## src/rtl/inst_fetch_pkg.sv

```systemverilog
// inst_fetch_pkg: branch-mode and control-state encodings shared by the fetch unit
package inst_fetch_pkg;
  typedef enum logic [2:0] {
    BR_FWD  = 3'b000,
    BR_BWD  = 3'b001,
    BR_ABS  = 3'b010,
    BR_CALL = 3'b011,
    BR_RET  = 3'b100
  } br_mode_e;
  typedef enum logic [1:0] {
    ST_RUN   = 2'd0,
    ST_HOLD  = 2'd1,
    ST_FAULT = 2'd2
  } state_e;
endpackage

```

## src/rtl/ret_stack.sv

```systemverilog
// ret_stack: return-address LIFO; caller guarantees no push when full and no pop when empty
module ret_stack #(
  parameter int W     = 11,
  parameter int DEPTH = 4
) (
  input  logic                     clk_i,
  input  logic                     rst_i,
  input  logic                     push_i,
  input  logic                     pop_i,
  input  logic [W-1:0]             data_i,
  output logic [W-1:0]             data_o,
  output logic [$clog2(DEPTH):0]   cnt_o
);
  localparam int AW = $clog2(DEPTH);
  localparam int CW = AW + 1;
  logic [W-1:0]  mem_q [DEPTH];
  logic [CW-1:0] cnt_q, cnt_d;
  logic [AW-1:0] top_idx;
  // occupancy moves by one on push or pop; entries themselves are never cleared
  always_comb begin
    cnt_d   = push_i ? cnt_q + CW'(1) : pop_i ? cnt_q - CW'(1) : cnt_q;
    top_idx = AW'(cnt_q - CW'(1));
  end
  // occupancy register, cleared by reset
  always_ff @(posedge clk_i or posedge rst_i)
    if (rst_i) cnt_q <= '0;
    else       cnt_q <= cnt_d;
  // storage array, written at the next free slot
  always_ff @(posedge clk_i)
    if (push_i) mem_q[cnt_q[AW-1:0]] <= data_i;
  assign data_o = mem_q[top_idx];
  assign cnt_o  = cnt_q;
endmodule

```

## src/rtl/inst_fetch_stack.sv

```systemverilog
// inst_fetch_stack: program counter sequencer with relative/absolute branches and call/return stack
module inst_fetch_stack
  import inst_fetch_pkg::*;
#(
  parameter int PC_W      = 11,
  parameter int OFF_W     = 8,
  parameter int DEPTH     = 4,
  parameter int COND_W    = 8,
  parameter int RESET_VEC = 0
) (
  input  logic                   Clk,
  input  logic                   Reset,
  input  logic                   Start,
  input  logic                   Branch_On,
  input  logic [2:0]             Br_Mode,
  input  logic [COND_W-1:0]      Cond_Val,
  input  logic [PC_W-1:0]        Target,
  output logic [PC_W-1:0]        ProgCtr,
  output logic                   Stack_Empty,
  output logic                   Stack_Full,
  output logic                   Fault,
  output logic [$clog2(DEPTH):0] Stk_Cnt
);
  localparam int CW = $clog2(DEPTH) + 1;
  state_e          state_q, state_d;
  logic [PC_W-1:0] pc_q, pc_d, pc_inc, off, stk_top;
  logic            taken, push, pop;
  assign pc_inc = pc_q + PC_W'(1);
  assign off    = PC_W'(Target[OFF_W-1:0]);
  assign taken  = Branch_On && (Br_Mode == BR_RET || Cond_Val != '0);
  // next state and PC: fault freezes everything, hold freezes PC, then branch, then increment
  always_comb begin
    state_d = state_q;
    pc_d    = pc_q;
    push    = 1'b0;
    pop     = 1'b0;
    case (state_q)
      ST_RUN:
        if (Start) state_d = ST_HOLD;
        else if (!taken) pc_d = pc_inc;
        else case (Br_Mode)
          BR_FWD:  pc_d = pc_q + off;
          BR_BWD:  pc_d = pc_q - off;
          BR_ABS:  pc_d = Target;
          BR_CALL: begin
            state_d = Stack_Full ? ST_FAULT : ST_RUN;
            push    = !Stack_Full;
            pc_d    = Stack_Full ? pc_q : Target;
          end
          BR_RET: begin
            state_d = Stack_Empty ? ST_FAULT : ST_RUN;
            pop     = !Stack_Empty;
            pc_d    = Stack_Empty ? pc_q : stk_top;
          end
          default: pc_d = pc_inc;
        endcase
      ST_HOLD: state_d = Start ? ST_HOLD : ST_RUN;
      default: state_d = ST_FAULT;
    endcase
  end
  // control state and PC registers
  always_ff @(posedge Clk or posedge Reset)
    if (Reset) begin
      state_q <= ST_RUN;
      pc_q    <= PC_W'(RESET_VEC);
    end else begin
      state_q <= state_d;
      pc_q    <= pc_d;
    end
  ret_stack #(.W(PC_W), .DEPTH(DEPTH)) u_stack (
    .clk_i  (Clk),
    .rst_i  (Reset),
    .push_i (push),
    .pop_i  (pop),
    .data_i (pc_inc),
    .data_o (stk_top),
    .cnt_o  (Stk_Cnt)
  );
  assign ProgCtr     = pc_q;
  assign Stack_Empty = (Stk_Cnt == '0);
  assign Stack_Full  = (Stk_Cnt == CW'(DEPTH));
  assign Fault       = (state_q == ST_FAULT);
endmodule

```

## config.mk

```make
export PLATFORM = sky130hd
export DESIGN_NAME = inst_fetch_stack
export DESIGN_NICKNAME = d
export VERILOG_FILES = /design/src/rtl/inst_fetch_pkg.sv /design/src/rtl/ret_stack.sv /design/src/rtl/inst_fetch_stack.sv
export SDC_FILE = /design/constraint.sdc
export NUM_CORES = 1
export LEC_CHECK = 0
export CAP_MARGIN = 20
export CORE_ASPECT_RATIO = 1.25
export CORE_MARGIN = 5
export CORE_UTILIZATION = 56
export CTS_CLUSTER_DIAMETER = 100
export DETAILED_ROUTE_END_ITERATION = 8
export PLACE_DENSITY = 0.8
export SETUP_SLACK_MARGIN = 0.2
export SYNTH_ARGS = -nofsm -noshare
export SYNTH_HDL_FRONTEND = slang
export SYNTH_SLANG_ARGS = --single-unit
```

## constraint.sdc

```tcl
create_clock -name Clk -period 3.2 [get_ports Clk]
set_input_delay 0.96 -clock Clk [delete_from_list [all_inputs] [get_ports Clk]]
set_output_delay 0.96 -clock Clk [all_outputs]
set_load 0.05 [all_outputs]
```

==> out/summary.txt <==
Net Switching -> 512 uW
final instance area -> 4920 sq um
clock buffer depth -> 2
Slew headroom -> 0.521
RSZ-0062 raised after global routing -> no
die area -> 8190 sq um
Inst Count DP -> 473
clock slew at reported path FFs -> 80 ps
Yosys cell types -> 65
Setup Viol. Count Final -> 0
fmax -> 339 MHz
leakage -> 1.97 nW
register area -> 1720 sq um
final hold slack -> 474 ps
Crit Path Max Fanout -> 5
sequential share of the synthesized area -> 0.475
Remaining Overflow, GRT -> 0
cell area after synthesis -> 3620 sq um
mean post-synth cell area -> 11.7 sq um
clk root buf -> clkbuf_8
Starting DRT DRC Count -> 220
power per standard cell area -> 400 nW/um^2
Vert. Die Dim -> 100 microns
total power -> 1.97 mW
Synth Register Bits -> 60
HPWL after DPL -> 7.04 mm
critical path endpoint category -> flop
starting density of the core -> 0.580
Post-synth EDFFs -> 44
Final Skew -> 12.3 ps
Worst Max-Slew Pin Slew -> 718 ps
# DRC -> 0
insertion delay to the later sink of the worst-skew pair -> 340 ps
Yosys warnings -> 0
Final Hold Viols -> 0
Tmin final -> 2950 ps
Fillers -> 394
DR pass1 iterations -> 5
syn_nets -> 354
Worst VDD drop -> 450 uV
Net Sw Frac -> 0.260
# diodes -> 0
vias in the first global route -> 2982
final max-slew violation count -> 0
Comb pwr share -> 0.183
RePlAce Congestion -> 0.947
CTS Sinks -> 60
wire length per cell -> 19.1 microns
final wirelength -> 9.51 mm
Area Growth Syn to Fin -> 35.8%
CP Data Arrival Time -> 3180 ps
first-pass GRT wire length -> 14.8 mm
Synth Instances -> 310
IO Count -> 43
Core Region -> 6250 sq um
Post-DRT Antenna Nets -> 0
I/O Buffers -> 42
CP max stage cell -> ha_1
part of the power in registers -> 0.431
Vias -> 2989
initial antenna violation count -> 0
Period Utilization, post-route -> 0.922
vias per cell -> 6.00
prevailing post-synth register cell -> edfxtp_1
post-route insts no fill -> 498
Multi-input gate area -> 1970 sq um
Cell Area, Placed -> 4550 sq um
Worst setup SP type -> input pin
CP Cell Sequence -> dlygate4sd2_1, nand2_4, o31ai_4, xor2_1, ha_1, buf_4, o21a_1, o31a_1, a21oi_1, a221oi_1, a22oi_1, o22a_1
worst setup path class -> input pin to flop
htree depth -> 3
clock power share -> 0.385
Synth async-reset ratio -> 0.267
P_int -> 1.46 mW
status -> finished clean
Die Wd -> 82.0 microns
Hold Path Class -> flop to flop
total of max-cap violations -> 0
CTS Buf Count -> 9
Core Rows -> 32
CP max stage delay -> 350 ps
CTS Hold Bufs -> 0
fin nets -> 452
largest net degree at the start of global routing -> 17
CTS tree -> done
layout cells sized above 1 -> 0.322
required time worst endpoint -> 3430 ps
Overall Global Routing Usage -> 0.246
## per-layer routing
layer / track usage / vias to the layer above / share of wire
met5: 0 / - / 0
met4: 0.113 / 0 / 0.029
met3: 0.0404 / 30 / 0.052
met2: 0.419 / 129 / 0.53
met1: 0.301 / 1432 / 0.39
li1: - / 1398 / -
## sequential cells by signal, indices dropped and copies added (netlist names)
signal and cells:
u_stack.cnt_o 3, u_stack.mem_q 44, state_q 2, ProgCtr 11
## layout by cell type (no fill, tap or decap), drive strengths merged, types with 10 or more instances in the layout
cell type / synthesis / final
nand2: 25 / 25
clkbuf: 2 / 16
xnor2: 12 / 12
ha: 17 / 17
edfxtp: 44 / 44
mux4: 11 / 11
nor2: 14 / 14
clkdlybuf4s50: 0 / 32
buf: 9 / 58
dfrtp: 16 / 16
inv: 11 / 12
xor2: 10 / 10
a21oi: 20 / 20
o21ai: 18 / 18
## worst paths after layout
path | from | end | slack [ps] | cells after the start
max in group asynchronous | Reset | ProgCtr[6] | 1700 | 2
max reg2reg | ProgCtr[0] | ProgCtr[4] | 820 | 9
min in group asynchronous | Reset | u_stack.cnt_o[2] | 1040 | 2
max | Br_Mode[0] | ProgCtr[4] | 250 | 12
min reg2reg | state_q[1] | state_q[0] | 470 | 1
min | state_q[1] | state_q[0] | 470 | 1
## power by group through the flow
stage          Clock, mW  Combinational, mW  Sequential (mW)
6_report           0.758              0.361            0.849
5_1_grt            0.813              0.390            0.849
4_1_cts            0.769              0.336            0.848
3_5_place_dp           0              0.325            0.865
3_3_place_gp           0              0.317            0.864
2_1_floorplan          0              0.176            0.881
## logic make-up (layout without fill, tap and decap cells)
logic type,after synthesis,in the layout,share of synthesized area
buf+inv,22,125,0.0321
simple gates,90,90,0.136
fa+ha+maj,18,18,0.0642
xor+xnor,22,22,0.0532
flops,60,60,0.475
mux,13,13,0.0739
compound gates,85,85,0.166
## worst max-delay path, delay by kind of cell
| family | cells | cell delay, ps |
|---|---|---|
| AOI/OAI and AO/OA | 7 | 1120 |
| buffers and inverters | 2 | 410 |
| and+or+nand+nor | 1 | 140 |
| xor gates and xnor gates | 1 | 180 |
| adders and majority gates | 1 | 350 |
## final cells by class
| type | count | area share |
|---|---|---|
| Sequential cell | 60 | 0.350 |
| Timing Repair Buffer | 98 | 0.174 |
| Tap cell | 85 | 0.0216 |
| Inverter | 11 | 0.00839 |
| Multi-Input combinational cell | 228 | 0.400 |
| Clock inverter | 7 | 0.0203 |
| Clock buffer | 9 | 0.0252 |
## cell usage after synthesis, types with 3 or more instances
| cell | n | area (sq um) |
|---|---|---|
| nand3_1 | 8 | 40.0 |
| dfrtp_1 | 16 | 400 |
| a21oi_1 | 20 | 100 |
| inv_1 | 11 | 41.3 |
| nand2_1 | 25 | 93.8 |
| nor2_1 | 14 | 52.6 |
| nor4b_1 | 3 | 26.3 |
| a22o_1 | 3 | 26.3 |
| a31oi_1 | 8 | 50.1 |
| nor2b_1 | 7 | 43.8 |
| o21ai_0 | 12 | 60.1 |
| o21a_1 | 3 | 22.5 |
| mux4_2 | 11 | 248 |
| edfxtp_1 | 44 | 1320 |
| buf_6 | 3 | 33.8 |
| a221oi_1 | 4 | 35.0 |
| ha_1 | 17 | 213 |
| o211ai_1 | 4 | 30.0 |
| buf_2 | 3 | 15.0 |
| o21ai_1 | 4 | 20.0 |
| or3_1 | 4 | 25.0 |
| xnor2_1 | 12 | 105 |
| xor2_1 | 10 | 87.6 |
| and2_1 | 8 | 50.1 |
| nor3_1 | 3 | 15.0 |
## stage by stage
| stage | utilization | setup WS [ps] | setup TNS, ps |
|---|---|---|---|
| finish | 0.788 | 249 | 0 |
| global route | 0.788 | 179 | 0 |
| CTS | 0.776 | 171 | 0 |
| detailed placement | 0.729 | -589 | -4470 |
| global placement | 0.729 | -448 | -2990 |
| floorplan | - | 182 | 0 |
## timing repair
action / in CTS / in global routing
setup buffers: 3 / 6
setup endpoints to repair: 9 / 6
gates resized for setup: 25 / 26
pin swaps: 15 / 32
cloned: 0 / 0
Power figures use the tool's default switching activity.
